File: config.mk
export PLATFORM = sky130hd
export DESIGN_NAME = vga_ctrl_flat
export DESIGN_NICKNAME = d
export VERILOG_FILES = /design/src/rtl/vga_timing_pkg.sv /design/src/rtl/vga_ctrl_if.sv /design/src/rtl/vga_axis_timer.sv /design/src/rtl/vga_ctrl.sv /design/src/flat_wrapper.sv
export SDC_FILE = /design/constraint.sdc
export NUM_CORES = 1
export LEC_CHECK = 0
export BUFFER_PORTS_ARGS = -buffer_cell sky130_fd_sc_hd__clkbuf_2
export CORE_MARGIN = 5
export CORE_UTILIZATION = 40
export DETAILED_ROUTE_END_ITERATION = 6
export PLACE_DENSITY = 0.73
export SETUP_SLACK_MARGIN = 0.2
export SYNTH_ARGS = -nofsm -noshare
export SYNTH_HDL_FRONTEND = slang
export SYNTH_SLANG_ARGS = --single-unit
File: constraint.sdc
create_clock -name iCLK -period 4.2 [get_ports iCLK]
set_input_delay 0.42 -clock iCLK [delete_from_list [all_inputs] [get_ports iCLK]]
set_output_delay 0.42 -clock iCLK [all_outputs]
set_load 0.1 [all_outputs]
File: src/rtl/vga_timing_pkg.sv
// Default 640x480@60 timing constants and shared types for the VGA timing generator.
package vga_timing_pkg;

    localparam int H_SYNC  = 96;
    localparam int H_BACK  = 48;
    localparam int H_ACT   = 640;
    localparam int H_FRONT = 16;
    localparam int V_SYNC  = 2;
    localparam int V_BACK  = 33;
    localparam int V_ACT   = 480;
    localparam int V_FRONT = 10;

    localparam int H_TOTAL = H_SYNC + H_BACK + H_ACT + H_FRONT;
    localparam int V_TOTAL = V_SYNC + V_BACK + V_ACT + V_FRONT;
    localparam int X_START = H_SYNC + H_BACK;
    localparam int Y_START = V_SYNC + V_BACK;

    typedef logic [10:0] coord_t;
    typedef logic [9:0]  colour_t;

    typedef struct packed {
        colour_t r;
        colour_t g;
        colour_t b;
    } rgb_t;

endpackage

File: src/rtl/vga_ctrl_if.sv
// Renderer/DAC side of the VGA timing generator: colour in, coordinates, syncs and DAC colour out.
interface vga_ctrl_if;
    import vga_timing_pkg::*;

    colour_t iRed;
    colour_t iGreen;
    colour_t iBlue;
    coord_t  oCurrent_X;
    coord_t  oCurrent_Y;
    logic    oRequest;
    colour_t oVGA_R;
    colour_t oVGA_G;
    colour_t oVGA_B;
    logic    oVGA_HS;
    logic    oVGA_VS;
    logic    oVGA_BLANK;
    logic    oVGA_CLOCK;

    modport master (
        output iRed, iGreen, iBlue,
        input  oCurrent_X, oCurrent_Y, oRequest,
        input  oVGA_R, oVGA_G, oVGA_B,
        input  oVGA_HS, oVGA_VS, oVGA_BLANK, oVGA_CLOCK
    );

    modport slave (
        input  iRed, iGreen, iBlue,
        output oCurrent_X, oCurrent_Y, oRequest,
        output oVGA_R, oVGA_G, oVGA_B,
        output oVGA_HS, oVGA_VS, oVGA_BLANK, oVGA_CLOCK
    );

endinterface

File: src/rtl/vga_axis_timer.sv
// One timing axis (pixels within a line, or lines within a frame): counter plus sync/active decode.
module vga_axis_timer
    import vga_timing_pkg::*;
#(
    parameter int SYNC  = 96,
    parameter int BACK  = 48,
    parameter int ACT   = 640,
    parameter int FRONT = 16
) (
    input  logic   clk,
    input  logic   rst,
    input  logic   en,
    output coord_t cnt,
    output logic   sync_n,
    output logic   active,
    output coord_t coord,
    output logic   wrap
);

    localparam int     TOTAL = SYNC + BACK + ACT + FRONT;
    localparam coord_t LAST  = coord_t'(TOTAL - 1);
    localparam coord_t START = coord_t'(SYNC + BACK);
    localparam coord_t STOP  = coord_t'(SYNC + BACK + ACT);

    assign wrap = en && (cnt == LAST);

    always_ff @(posedge clk or posedge rst) begin
        if (rst) begin
            cnt <= '0;
        end else if (en) begin
            cnt <= wrap ? '0 : cnt + 11'd1;
        end
    end

    // Everything below is a pure decode of cnt, so reset reaches the outputs without a clock.
    assign sync_n = (cnt >= coord_t'(SYNC));
    assign active = (cnt >= START) && (cnt < STOP);
    assign coord  = active ? (cnt - START) : '0;

endmodule

File: src/rtl/vga_ctrl.sv
// Fixed-mode VGA timing generator: two axis timers, window decode and colour gating to the DAC.
module vga_ctrl #(
    parameter int H_SYNC  = vga_timing_pkg::H_SYNC,
    parameter int H_BACK  = vga_timing_pkg::H_BACK,
    parameter int H_ACT   = vga_timing_pkg::H_ACT,
    parameter int H_FRONT = vga_timing_pkg::H_FRONT,
    parameter int V_SYNC  = vga_timing_pkg::V_SYNC,
    parameter int V_BACK  = vga_timing_pkg::V_BACK,
    parameter int V_ACT   = vga_timing_pkg::V_ACT,
    parameter int V_FRONT = vga_timing_pkg::V_FRONT
) (
    input  logic        iCLK,
    input  logic        iRST,
    vga_ctrl_if.slave   vga
);
    import vga_timing_pkg::*;

    coord_t h_cnt;
    coord_t v_cnt;
    coord_t h_coord;
    coord_t v_coord;
    logic   h_sync_n;
    logic   v_sync_n;
    logic   h_act;
    logic   v_act;
    logic   h_wrap;
    logic   v_wrap;
    logic   visible;
    rgb_t   pix;
    logic   unused_axis;

    vga_axis_timer #(
        .SYNC  (H_SYNC),
        .BACK  (H_BACK),
        .ACT   (H_ACT),
        .FRONT (H_FRONT)
    ) u_h_timer (
        .clk    (iCLK),
        .rst    (iRST),
        .en     (1'b1),
        .cnt    (h_cnt),
        .sync_n (h_sync_n),
        .active (h_act),
        .coord  (h_coord),
        .wrap   (h_wrap)
    );

    vga_axis_timer #(
        .SYNC  (V_SYNC),
        .BACK  (V_BACK),
        .ACT   (V_ACT),
        .FRONT (V_FRONT)
    ) u_v_timer (
        .clk    (iCLK),
        .rst    (iRST),
        .en     (h_wrap),
        .cnt    (v_cnt),
        .sync_n (v_sync_n),
        .active (v_act),
        .coord  (v_coord),
        .wrap   (v_wrap)
    );

    // Raw counters and frame wrap are kept on the timer ports for debug taps only.
    assign unused_axis = ^{h_cnt, v_cnt, v_wrap};

    assign visible = h_act & v_act;
    assign pix     = visible ? rgb_t'{r: vga.iRed, g: vga.iGreen, b: vga.iBlue} : '0;

    assign vga.oCurrent_X = h_coord;
    assign vga.oCurrent_Y = v_coord;
    assign vga.oRequest   = visible;
    assign vga.oVGA_BLANK = visible;
    assign vga.oVGA_HS    = h_sync_n;
    assign vga.oVGA_VS    = v_sync_n;
    assign vga.oVGA_R     = pix.r;
    assign vga.oVGA_G     = pix.g;
    assign vga.oVGA_B     = pix.b;
    assign vga.oVGA_CLOCK = ~iCLK;

endmodule

File: src/flat_wrapper.sv
// flat-port wrapper written by rule: the top's interface ports become plain ports
module vga_ctrl_flat import vga_timing_pkg::*;
#(
    parameter int H_SYNC  = vga_timing_pkg::H_SYNC,
    parameter int H_BACK  = vga_timing_pkg::H_BACK,
    parameter int H_ACT   = vga_timing_pkg::H_ACT,
    parameter int H_FRONT = vga_timing_pkg::H_FRONT,
    parameter int V_SYNC  = vga_timing_pkg::V_SYNC,
    parameter int V_BACK  = vga_timing_pkg::V_BACK,
    parameter int V_ACT   = vga_timing_pkg::V_ACT,
    parameter int V_FRONT = vga_timing_pkg::V_FRONT
)
  (iCLK, iRST, vga_iRed, vga_iGreen, vga_iBlue, vga_oCurrent_X, vga_oCurrent_Y, vga_oRequest, vga_oVGA_R, vga_oVGA_G, vga_oVGA_B, vga_oVGA_HS, vga_oVGA_VS, vga_oVGA_BLANK, vga_oVGA_CLOCK);
  vga_ctrl_if vga_i ();
  input  logic iCLK;
  input  logic iRST;
  input wire logic [$bits(vga_i.iRed)-1:0] vga_iRed;
  input wire logic [$bits(vga_i.iGreen)-1:0] vga_iGreen;
  input wire logic [$bits(vga_i.iBlue)-1:0] vga_iBlue;
  output wire logic [$bits(vga_i.oCurrent_X)-1:0] vga_oCurrent_X;
  output wire logic [$bits(vga_i.oCurrent_Y)-1:0] vga_oCurrent_Y;
  output wire logic [$bits(vga_i.oRequest)-1:0] vga_oRequest;
  output wire logic [$bits(vga_i.oVGA_R)-1:0] vga_oVGA_R;
  output wire logic [$bits(vga_i.oVGA_G)-1:0] vga_oVGA_G;
  output wire logic [$bits(vga_i.oVGA_B)-1:0] vga_oVGA_B;
  output wire logic [$bits(vga_i.oVGA_HS)-1:0] vga_oVGA_HS;
  output wire logic [$bits(vga_i.oVGA_VS)-1:0] vga_oVGA_VS;
  output wire logic [$bits(vga_i.oVGA_BLANK)-1:0] vga_oVGA_BLANK;
  output wire logic [$bits(vga_i.oVGA_CLOCK)-1:0] vga_oVGA_CLOCK;
  assign vga_i.iRed = vga_iRed;
  assign vga_i.iGreen = vga_iGreen;
  assign vga_i.iBlue = vga_iBlue;
  assign vga_oCurrent_X = vga_i.oCurrent_X;
  assign vga_oCurrent_Y = vga_i.oCurrent_Y;
  assign vga_oRequest = vga_i.oRequest;
  assign vga_oVGA_R = vga_i.oVGA_R;
  assign vga_oVGA_G = vga_i.oVGA_G;
  assign vga_oVGA_B = vga_i.oVGA_B;
  assign vga_oVGA_HS = vga_i.oVGA_HS;
  assign vga_oVGA_VS = vga_i.oVGA_VS;
  assign vga_oVGA_BLANK = vga_i.oVGA_BLANK;
  assign vga_oVGA_CLOCK = vga_i.oVGA_CLOCK;
  vga_ctrl #(.H_SYNC(H_SYNC), .H_BACK(H_BACK), .H_ACT(H_ACT), .H_FRONT(H_FRONT), .V_SYNC(V_SYNC), .V_BACK(V_BACK), .V_ACT(V_ACT), .V_FRONT(V_FRONT)) u_core (.iCLK(iCLK), .iRST(iRST), .vga(vga_i));
endmodule
==> impl_metrics.env, run 1 <==
export IMPL_cts_htree_levels=1
export IMPL_antenna_found_initial=0
export IMPL_die_h_um=85.0
export IMPL_ctsResizeCount=0
export IMPL_setup_tns_ns=0
export IMPL_fp_row_count=27
export IMPL_cts_root_buf="clkbuf_8"
export IMPL_status="completed"
export IMPL_rrSetupSlack_ns=1.82
export IMPL_synth_async_reset_ratio=1.00
export IMPL_avgSynthCellArea_um2=8.19
export IMPL_p_per_area_nw_per_um2=166
export IMPL_end_kind="primary output"
export IMPL_ys_ff_latch=22
export IMPL_worstSkewPairLatency_ns=0.25
export IMPL_syn_nets=316
export IMPL_gr_total_overflow=0
export IMPL_hold_class="input port to asynchronous set/reset pin"
export IMPL_place_ws_ns=1.07
export IMPL_syn2layout_area_growth_pct=21.7
export IMPL_grt_max_degree=46
export IMPL_max_cap_violations=0
export IMPL_vias=2111
export IMPL_r2r_cells=4
export IMPL_drc_errors=0
export IMPL_die_area_um2=7230
export IMPL_cp_data_required_time_ns=3.78
export IMPL_post_cts_setup_buffers=0
export IMPL_viasPerCell=5.10
export IMPL_synth_edf_count=0
export IMPL_critPathMaxFanout=21
export IMPL_setup_viol=0
export IMPL_drive_above_1_share=0.406
export IMPL_p_leak_nw=1.34
export IMPL_io_pins=89
export IMPL_period_share=0.809
export IMPL_grt_pass1_wl_mm=9.05
export IMPL_fp_dieW_um=85.0
export IMPL_yosysWarnings=0
export IMPL_cp_startpoint="u_core.u_h_timer.cnt[4]$_DFF_PP0_"
export IMPL_place_hpwl_mm=4.15
export IMPL_path_class="flop to primary output"
export IMPL_routabilityCongestion=0.853
export IMPL_ant_nets=0
export IMPL_rsz0062_at_grt="false"
export IMPL_finClkSkew_ns=0.00110
export IMPL_cts_path_max_buffers=2
export IMPL_start_util=0.412
export IMPL_synth_top_cell_area_share=0.244
export IMPL_finalHoldViolCount=0
export IMPL_r2r_start="u_core.u_h_timer.cnt[10]$_DFF_PP0_"
export IMPL_netlist_instances=275
export IMPL_core_area_um2=5470
export IMPL_ys_seq_area_frac=0.244
export IMPL_tritoncts="done"
export IMPL_synth_area_leaders="dfrtp_1, nor4_2, inv_1, xnor2_1, ha_1"
export IMPL_ys_flop_type="dfrtp_1"
export IMPL_fmax_ghz=0.294
export IMPL_start_kind="flop"
export IMPL_ir_drop_mv=0.487
export IMPL_antennaDiodeCount=0
export IMPL_cts_hold_buffers=0
export IMPL_maxSlewViolCount=0
export IMPL_clkTransAtPathRegs_ns=0.07
export IMPL_rr_endpoint="u_core.u_v_timer.cnt[4]$_DFFE_PP0N_"
export IMPL_totalWireLength_mm=5.36
export IMPL_grt_usage=0.145
export IMPL_fin_crit_ns=3.40
export IMPL_crit_path_end="vga_oVGA_B[9]"
export IMPL_finalNetCount=384
export IMPL_yosysTopAreaCell="dfrtp_1"
export IMPL_layout_setup_ws_ns=0.801
export IMPL_synth_area_um2=2250
export IMPL_drt_first_pass_iters=4
export IMPL_port_buffer_count=88
export IMPL_post_drt_wl_per_cell_um=12.9
export IMPL_first_iter_violations=105
export IMPL_cts_buffers=3
export IMPL_synthDistinctLibCells=45
export IMPL_grt_pass1_vias=1954
export IMPL_relSlewSlack=0.262
export IMPL_max_slew_worst_pin_slew_ns=1.11
export IMPL_worstPathArrival_ns=2.98
==> registers in the layout, summed over array words and instances, names as in the netlist <==
register,flops
u_core.u_h_timer.cnt,11
u_core.u_v_timer.cnt,11
==> layout by cell type, fill, tap and decap left out, types with 5 or more instances in the layout <==
master | netlist | routed
and2_1 | 5 | 5
and3_1 | 7 | 7
clkbuf_2 | 0 | 88
dfrtp_1 | 22 | 21
ha_1 | 9 | 9
inv_1 | 43 | 44
nand2_1 | 11 | 10
nand3_1 | 7 | 7
nor2_1 | 21 | 21
nor3_1 | 17 | 12
nor3_2 | 1 | 6
nor4_2 | 27 | 28
o21ai_0 | 8 | 8
xnor2_1 | 17 | 17
xor2_1 | 6 | 6
==> metal layers <==
layer,up-vias,share of wire,track usage
met5,-,0,0
met4,0,0.011,0.0331
met3,4,0.060,0.0233
met2,56,0.50,0.254
met1,984,0.43,0.187
li1,1067,-,-
==> worst min-delay path by stage <==
stage	start	endpoint	slack [ns]	cells after the start
2_1_floorplan	iRST	u_core.u_h_timer.cnt[0]$_DFF_PP0_	0.41	1
3_3_place_gp	u_core.u_v_timer.cnt[10]$_DFFE_PP0N_	u_core.u_v_timer.cnt[10]$_DFFE_PP0N_	0.51	1
3_5_place_dp	u_core.u_v_timer.cnt[10]$_DFFE_PP0N_	u_core.u_v_timer.cnt[10]$_DFFE_PP0N_	0.52	1
4_1_cts	iRST	u_core.u_h_timer.cnt[2]$_DFF_PP0_	0.32	2
5_1_grt	iRST	u_core.u_h_timer.cnt[0]$_DFF_PP0_	0.36	2
6_report	iRST	u_core.u_h_timer.cnt[0]$_DFF_PP0_	0.29	2
==> critical path, stage by stage (launching register included) <==
cell      delay (ns)
dfrtp_1         0.46
or3_1           0.47
a211oi_1        0.31
nand2_2         0.39
buf_4           0.35
nor4_2          0.23
clkbuf_2        0.50
==> area by class of cell <==
| class | count | area, um2 |
|---|---|---|
| Multi-Input combinational cell | 183 | 1440 |
| Inverter | 42 | 158 |
| Sequential cell | 22 | 552 |
| Clock buffer | 4 | 46.3 |
| Fill cell | 540 | 2730 |
| Tap cell | 72 | 90.1 |
| Clock inverter | 2 | 7.51 |
| Timing Repair Buffer | 89 | 450 |
==> report_power, final <==
| group | leakage (nW) | switching, mW | internal (mW) |
|---|---|---|---|
| clock | 0.0364 | 0.143 | 0.0725 |
| sequential | 0.291 | 0 | 0.212 |
| combinational | 1.01 | 0.0140 | 0.0131 |
==> through the flow <==
stage	util	hold slack (ns)	total power, mW	instances	area (um2)
final	0.501	0.289	0.454	414	2740
after global routing	0.501	0.362	0.475	414	2740
after CTS	0.501	0.319	0.462	414	2740
after detailed placement	0.493	0.525	0.330	410	2700
after global placement	0.493	0.510	0.330	410	2700
after floorplan	-	0.409	0.307	275	2290
==> synth_stat cells, types with 2 or more instances <==
cell and count:
nor4_2 27, buf_2 6, a21oi_1 4, inv_1 43, xor2_1 6, nand2_1 11, or3_1 2, clkbuf_1 15
and2_1 5, and3_1 7, or2_2 2, nor4_4 2, buf_6 4, nor2_1 21, ha_1 9, nor3b_1 2
o211ai_1 2, nor3_1 17, o21ai_0 8, nand3_1 7, a21o_1 2, nand2b_1 3, dfrtp_1 22, nand4_1 4
xnor2_1 17, nor4b_1 2, a31oi_1 3, nor4_1 5
==> logic make-up (layout without fill, tap and decap cells) <==
family	after synthesis	count (layout)	share of synthesized area
AOI/OAI and AO/OA	28	28	0.0867
xor gates and xnor gates	23	23	0.0894
adders and majority gates	9	9	0.0500
buffers and inverters	70	137	0.135
DFF	22	22	0.244
and+or+nand+nor	123	123	0.394
(Power assumes the default switching activity.)
==> run 2: changes to the inputs <==
--- a/config.mk
+++ b/config.mk
@@ -5,11 +5,12 @@
 export SDC_FILE = /design/constraint.sdc
 export NUM_CORES = 1
 export LEC_CHECK = 0
+export ABC_AREA = 1
 export BUFFER_PORTS_ARGS = -buffer_cell sky130_fd_sc_hd__clkbuf_2
 export CORE_MARGIN = 5
 export CORE_UTILIZATION = 40
 export DETAILED_ROUTE_END_ITERATION = 6
-export PLACE_DENSITY = 0.73
+export PLACE_DENSITY = 0.76
 export SETUP_SLACK_MARGIN = 0.2
 export SYNTH_ARGS = -nofsm -noshare
 export SYNTH_HDL_FRONTEND = slang
==> constraint.sdc (replaced) <==
create_clock -name iCLK -period 2.9 [get_ports iCLK]
set_input_delay 0.29 -clock iCLK [delete_from_list [all_inputs] [get_ports iCLK]]
set_output_delay 0.29 -clock iCLK [all_outputs]
set_load 0.1 [all_outputs]
==> run 2 against run 1 <==
First-iteration DRC count increased by 100%. Non-clock buffer count up 4. Total power grew 53%. Critical path depth is 6 higher. Critical endpoint is now vga_oVGA_G[9]. Via count rose by 19%. Core utilization up 15 points.
==> impl_metrics.env, run 2 <==
export IMPL_avgSynthCellArea_um2=6.59
export IMPL_netlist_instances=340
export IMPL_synth_top_cell_area_share=0.246
export IMPL_cts_htree_levels=1
export IMPL_drive_above_1_share=0.397
export IMPL_ys_ff_latch=22
export IMPL_synth_most_common_cell="inv_1"
export IMPL_die_h_um=84.9
export IMPL_first_iter_violations=210
export IMPL_antennaDiodeCount=0
export IMPL_ir_drop_mv=0.664
export IMPL_cp_depth=12
export IMPL_fp_dieW_um=84.9
export IMPL_p_per_area_nw_per_um2=194
export IMPL_power_total_mw=0.695
export IMPL_r2r_start="u_core.u_v_timer.cnt[0]$_DFFE_PP0N_"
export IMPL_relSlewSlack=0.430
export IMPL_gr_total_overflow=0
export IMPL_worstSkewPairLatency_ns=0.28
export IMPL_place_hpwl_mm=5.27
export IMPL_port_buffer_count=88
export IMPL_crit_top_cell="nor2_4"
export IMPL_r2r_cells=6
export IMPL_post_place_cells=491
export IMPL_p_leak_nw=1.81
export IMPL_maxSlewViolCount=0
export IMPL_layout_common_cells="inv_1, nand2_1, nor2_1"
export IMPL_synth_edf_count=0
export IMPL_synth_async_reset_ratio=1.00
export IMPL_crit_path_end="vga_oVGA_G[9]"
export IMPL_cts_hold_buffers=0
export IMPL_period_share=0.891
export IMPL_tritoncts="done"
export IMPL_core_area_um2=5470
export IMPL_fin_cells=503
export IMPL_cp_slowest_cell="dfrtp_2"
export IMPL_status="completed"
export IMPL_cts_root_buf="clkbuf_8"
export IMPL_synth_area_leaders="dfrtp_1, inv_1, nand2_1, nor2_2, nor2_1"
export IMPL_fp_row_count=27
export IMPL_routabilityCongestion=0.935
export IMPL_yosysTopAreaCell="dfrtp_1"
export IMPL_drc_errors=0
export IMPL_top_regs="u_core.u_h_timer.cnt x11, u_core.u_v_timer.cnt x11"
export IMPL_rr_endpoint="u_core.u_v_timer.cnt[8]$_DFFE_PP0N_"
export IMPL_cts_buffers=3
export IMPL_vias=2504
export IMPL_finalCoreUtilization=0.653
export IMPL_post_drt_wl_per_cell_um=14.1
export IMPL_syn2layout_area_growth_pct=59.5
export IMPL_start_kind="flop"
export IMPL_drt_first_pass_iters=5
export IMPL_fmax_ghz=0.387
export IMPL_max_cap_violations=0
export IMPL_synth_area_um2=2240
export IMPL_syn_nets=381
export IMPL_rsz0062_at_grt="true"
export IMPL_fin_crit_ns=2.58
export IMPL_io_pins=89
export IMPL_grt_pass1_vias=2290
export IMPL_finClkSkew_ns=0.00495
export IMPL_ant_nets=0
export IMPL_antenna_found_initial=0
export IMPL_crit_family="simple AND/OR/NAND/NOR gates"
export IMPL_finalNetCount=473
export IMPL_ys_seq_area_frac=0.246
export IMPL_critPathMaxFanout=8
export IMPL_grt_pass1_wl_mm=10.9
export IMPL_cp_data_required_time_ns=2.61
export IMPL_timing_critical_path_cells="inv_1 -> ha_1 -> inv_1 -> nor2_4 -> nand2_1 -> nor2_1 -> nor2_1 -> nor2_4 -> buf_4 -> nand3_4 -> nor2_4 -> buf_12"
export IMPL_path_class="flop to primary output"
export IMPL_synthDistinctLibCells=29
export IMPL_rrSetupSlack_ns=1.19
export IMPL_die_area_um2=7200
export IMPL_grt_max_degree=32
export IMPL_hold_class="input port to asynchronous set/reset pin"
export IMPL_grt_usage=0.183
export IMPL_clkTransAtPathRegs_ns=0.09
export IMPL_synth_common_cells="inv_1, nand2_1, nor2_1, nor2_2, nand3_1"
export IMPL_start_util=0.409
export IMPL_ys_flop_type="dfrtp_1"
export IMPL_setup_tns_ns=0
export IMPL_finalHoldViolCount=0
export IMPL_yosysWarnings=0
export IMPL_max_slew_worst_pin_slew_ns=0.854
export IMPL_slowest_delay_ns=0.41
export IMPL_crit_buf_inv=4
export IMPL_setup_viol=0
export IMPL_viasPerCell=4.98
export IMPL_end_kind="primary output"
export IMPL_layout_commonest_cell="inv_1"
export IMPL_totalWireLength_mm=7.07
export IMPL_cp_startpoint="u_core.u_h_timer.cnt[5]$_DFF_PP0_"
export IMPL_cts_path_max_buffers=2
export IMPL_worstPathArrival_ns=2.29
-- run 2: cell type report --
class / instances / area (um2)
Clock buffer: 4 / 46.3
Clock inverter: 2 / 8.76
Fill cell: 437 / 1900
Inverter: 71 / 273
Multi-Input combinational cell: 239 / 1530
Sequential cell: 22 / 552
Tap cell: 72 / 90.1
Timing Repair Buffer: 93 / 1070
-- run 2: through the flow --
| step | hold WS [ns] | cell area, um2 | setup slack (ns) |
|---|---|---|---|
| CTS | 0.188 | 3220 | 0.0559 |
| floorplan | 0.279 | 2260 | -0.0350 |
| global placement | 0.481 | 3160 | 0.464 |
| global route | 0.242 | 3570 | 0.122 |
| finish | 0.151 | 3570 | 0.316 |
| detailed placement | 0.494 | 3160 | 0.370 |
-- run 2: kinds of logic after synthesis --
kind of cell	synth area share
AO/OA/AOI/OAI	0.0581
XOR/XNOR	0.0586
adder cells (fa/ha/maj)	0.0503
buffers and inverters	0.159
flip-flops	0.246
AND/OR/NAND/NOR	0.428
-- run 2: timing repair --
item / 4_1_cts / 5_1_grt
pin swaps: 1 / 4
endpoints found under the setup margin: 36 / 53
gates cloned: 0 / 2
gates resized for setup: 2 / 107
buffers inserted: 0 / 6
-- run 2: layer usage --
metal	global-route usage	vias to the layer above	routed length [um]
li1	-	1224	-
met1	0.229	1142	2990
met2	0.319	127	3450
met3	0.0291	11	510
met4	0.0590	0	109
met5	0	-	0
-- run 2: worst min path at each step --
stage                     start                                  end  cells past startpoint
after floorplan            iRST    u_core.u_h_timer.cnt[0]$_DFF_PP0_                      1
after global placement     iRST  u_core.u_v_timer.cnt[4]$_DFFE_PP0N_                      2
after detailed placement   iRST  u_core.u_v_timer.cnt[2]$_DFFE_PP0N_                      2
after CTS                  iRST    u_core.u_h_timer.cnt[3]$_DFF_PP0_                      2
after global routing       iRST    u_core.u_h_timer.cnt[3]$_DFF_PP0_                      2
final                      iRST    u_core.u_h_timer.cnt[3]$_DFF_PP0_                      2
-- run 2: report_power, final --
group	total (mW)	switching, mW	internal, mW
Clock	0.343	0.235	0.107
Combinational	0.0459	0.0274	0.0185
Sequential	0.306	0	0.306
==> run 3: changes to the inputs <==
--- a/config.mk
+++ b/config.mk
@@ -10,7 +10,7 @@
 export CORE_MARGIN = 5
 export CORE_UTILIZATION = 40
 export DETAILED_ROUTE_END_ITERATION = 6
-export PLACE_DENSITY = 0.76
+export PLACE_DENSITY = 0.73
 export SETUP_SLACK_MARGIN = 0.2
 export SYNTH_ARGS = -nofsm -noshare
 export SYNTH_HDL_FRONTEND = slang
==> constraint.sdc (replaced) <==
create_clock -name iCLK -period 3.2 [get_ports iCLK]
set_input_delay 0.32 -clock iCLK [delete_from_list [all_inputs] [get_ports iCLK]]
set_output_delay 0.32 -clock iCLK [all_outputs]
set_load 0.1 [all_outputs]
==> run 3 against run 2 <==
Largest cell class unchanged. Register-to-register slack better by 0.34 ns. Via count decreased by 4.6%. Largest power group unchanged. Core utilization decreased by 13 points. Design area decreased by 20%. Die area is the same. Non-clock buffer count shrank 5. Highest routed layer unchanged. Hold slack better by 0.045 ns. Critical path type unchanged. Clock power is 12% lower. Total power shrank 11%.
==> impl_metrics.env, run 3 (synthesis results as in run 2) <==
export IMPL_status="completed"
export IMPL_relSlewSlack=0.431
export IMPL_tritoncts="done"
export IMPL_path_class="flop to primary output"
export IMPL_cts_root_buf="clkbuf_8"
export IMPL_critPathMaxFanout=11
export IMPL_max_cap_violations=0
export IMPL_port_buffer_count=88
export IMPL_grt_pass1_wl_mm=9.80
export IMPL_totalWireLength_mm=6.00
export IMPL_p_per_area_nw_per_um2=216
export IMPL_r2r_start="u_core.u_h_timer.cnt[5]$_DFF_PP0_"
export IMPL_finalHoldViolCount=0
export IMPL_maxSlewViolCount=0
export IMPL_drive_above_1_share=0.355
export IMPL_rrSetupSlack_ns=1.53
export IMPL_max_slew_worst_pin_slew_ns=0.852
export IMPL_syn2layout_area_growth_pct=26.9
export IMPL_finalCoreUtilization=0.520
export IMPL_rsz0062_at_grt="true"
export IMPL_end_kind="primary output"
export IMPL_cp_data_required_time_ns=2.88
export IMPL_first_iter_violations=147
export IMPL_fmax_ghz=0.356
export IMPL_worstSkewPairLatency_ns=0.27
export IMPL_top_regs="u_core.u_h_timer.cnt x11, u_core.u_v_timer.cnt x11"
export IMPL_start_util=0.409
export IMPL_core_area_um2=5470
export IMPL_p_leak_nw=1.67
export IMPL_routabilityCongestion=0.858
export IMPL_setup_tns_ns=0
export IMPL_cts_hold_buffers=0
export IMPL_layout_common_cells="inv_1, nand2_1, clkbuf_2"
export IMPL_cts_buffers=3
export IMPL_cts_path_max_buffers=2
export IMPL_die_h_um=84.9
export IMPL_viasPerCell=4.81
export IMPL_grt_max_degree=32
export IMPL_post_drt_wl_per_cell_um=12.1
export IMPL_grt_usage=0.161
export IMPL_fp_row_count=27
export IMPL_die_area_um2=7200
export IMPL_setup_viol=0
export IMPL_drt_first_pass_iters=4
export IMPL_finClkSkew_ns=0.00507
export IMPL_antennaDiodeCount=0
export IMPL_ir_drop_mv=0.663
export IMPL_cts_htree_levels=1
export IMPL_drc_errors=0
export IMPL_vias=2390
export IMPL_place_hpwl_mm=4.68
export IMPL_gr_total_overflow=0
export IMPL_start_kind="flop"
export IMPL_worstPathArrival_ns=2.49
export IMPL_antenna_found_initial=0
export IMPL_layout_commonest_cell="inv_1"
export IMPL_hold_class="input port to asynchronous set/reset pin"
export IMPL_grt_pass1_vias=2206
export IMPL_period_share=0.877
export IMPL_clkTransAtPathRegs_ns=0.09
export IMPL_finalNetCount=467
export IMPL_cp_startpoint="u_core.u_h_timer.cnt[5]$_DFF_PP0_"
export IMPL_fin_crit_ns=2.81
export IMPL_ant_nets=0
export IMPL_fp_dieW_um=84.9
export IMPL_io_pins=89
==> run 3: final cells by class <==
type	instances	area (um2)
fill	544	2630
inverter	71	269
timing repair buffer	88	526
multi-input combinational	238	1360
clock inverter	1	3.75
clock buffer	5	50.0
tap	72	90.1
sequential	22	551
==> run 3: timing repair <==
| item | in CTS | in global routing |
|---|---|---|
| gates cloned | 0 | 1 |
| endpoints found under the setup margin | 3 | 32 |
| buffers inserted | 0 | 1 |
| pin swaps | 0 | 1 |
| gates resized for setup | 3 | 65 |
==> run 3: report_power, final <==
part	internal [mW]	switching [mW]	leakage (nW)	total (mW)
Clock	0.0989	0.203	0.0322	0.302
Combinational	0.0164	0.0191	1.34	0.0354
Sequential	0.278	0	0.293	0.278
==> run 3: through the flow <==
step	area, um2	total power [mW]	worst slack [ns]	instances	hold slack [ns]
3_5_place_dp	2690	0.433	0.506	491	0.521
6_report	2840	0.615	0.394	497	0.196
3_3_place_gp	2690	0.432	0.577	491	0.525
2_1_floorplan	2240	0.401	0.208	340	0.309
5_1_grt	2840	0.644	0.130	497	0.280
4_1_cts	2740	0.626	0.208	495	0.222
==> run 3: final timing paths <==
path | depth (start not counted) | endpoint
hold / removal | 2 | u_core.u_v_timer.cnt[3]$_DFFE_PP0N_
setup reg to reg | 7 | u_core.u_v_timer.cnt[8]$_DFFE_PP0N_
min in group iCLK | 1 | u_core.u_h_timer.cnt[2]$_DFF_PP0_
hold reg to reg | 1 | u_core.u_h_timer.cnt[2]$_DFF_PP0_
setup / recovery | 11 | vga_oCurrent_X[1]
max in group asynchronous | 2 | u_core.u_h_timer.cnt[8]$_DFF_PP0_
==> run 3: worst max-delay path, cell delays in order, from the launching register on <==
cell and delay (ns):
dfrtp_1 0.45, inv_1 0.13, ha_1 0.17, inv_1 0.04, nor2_1 0.15, nand2_1 0.07
nor2_1 0.09, nor2_1 0.06, nor2_2 0.22, inv_1 0.24, nor2_1 0.14, clkbuf_2 0.46
==> run 3: routing by layer <==
layer  GRT usage  vias up  wire length (um)
li1            -     1205                 -
met1       0.197     1064              2540
met2       0.282      114              2740
met3      0.0359        7               641
met4      0.0489        0                80
met5           0        -                 0
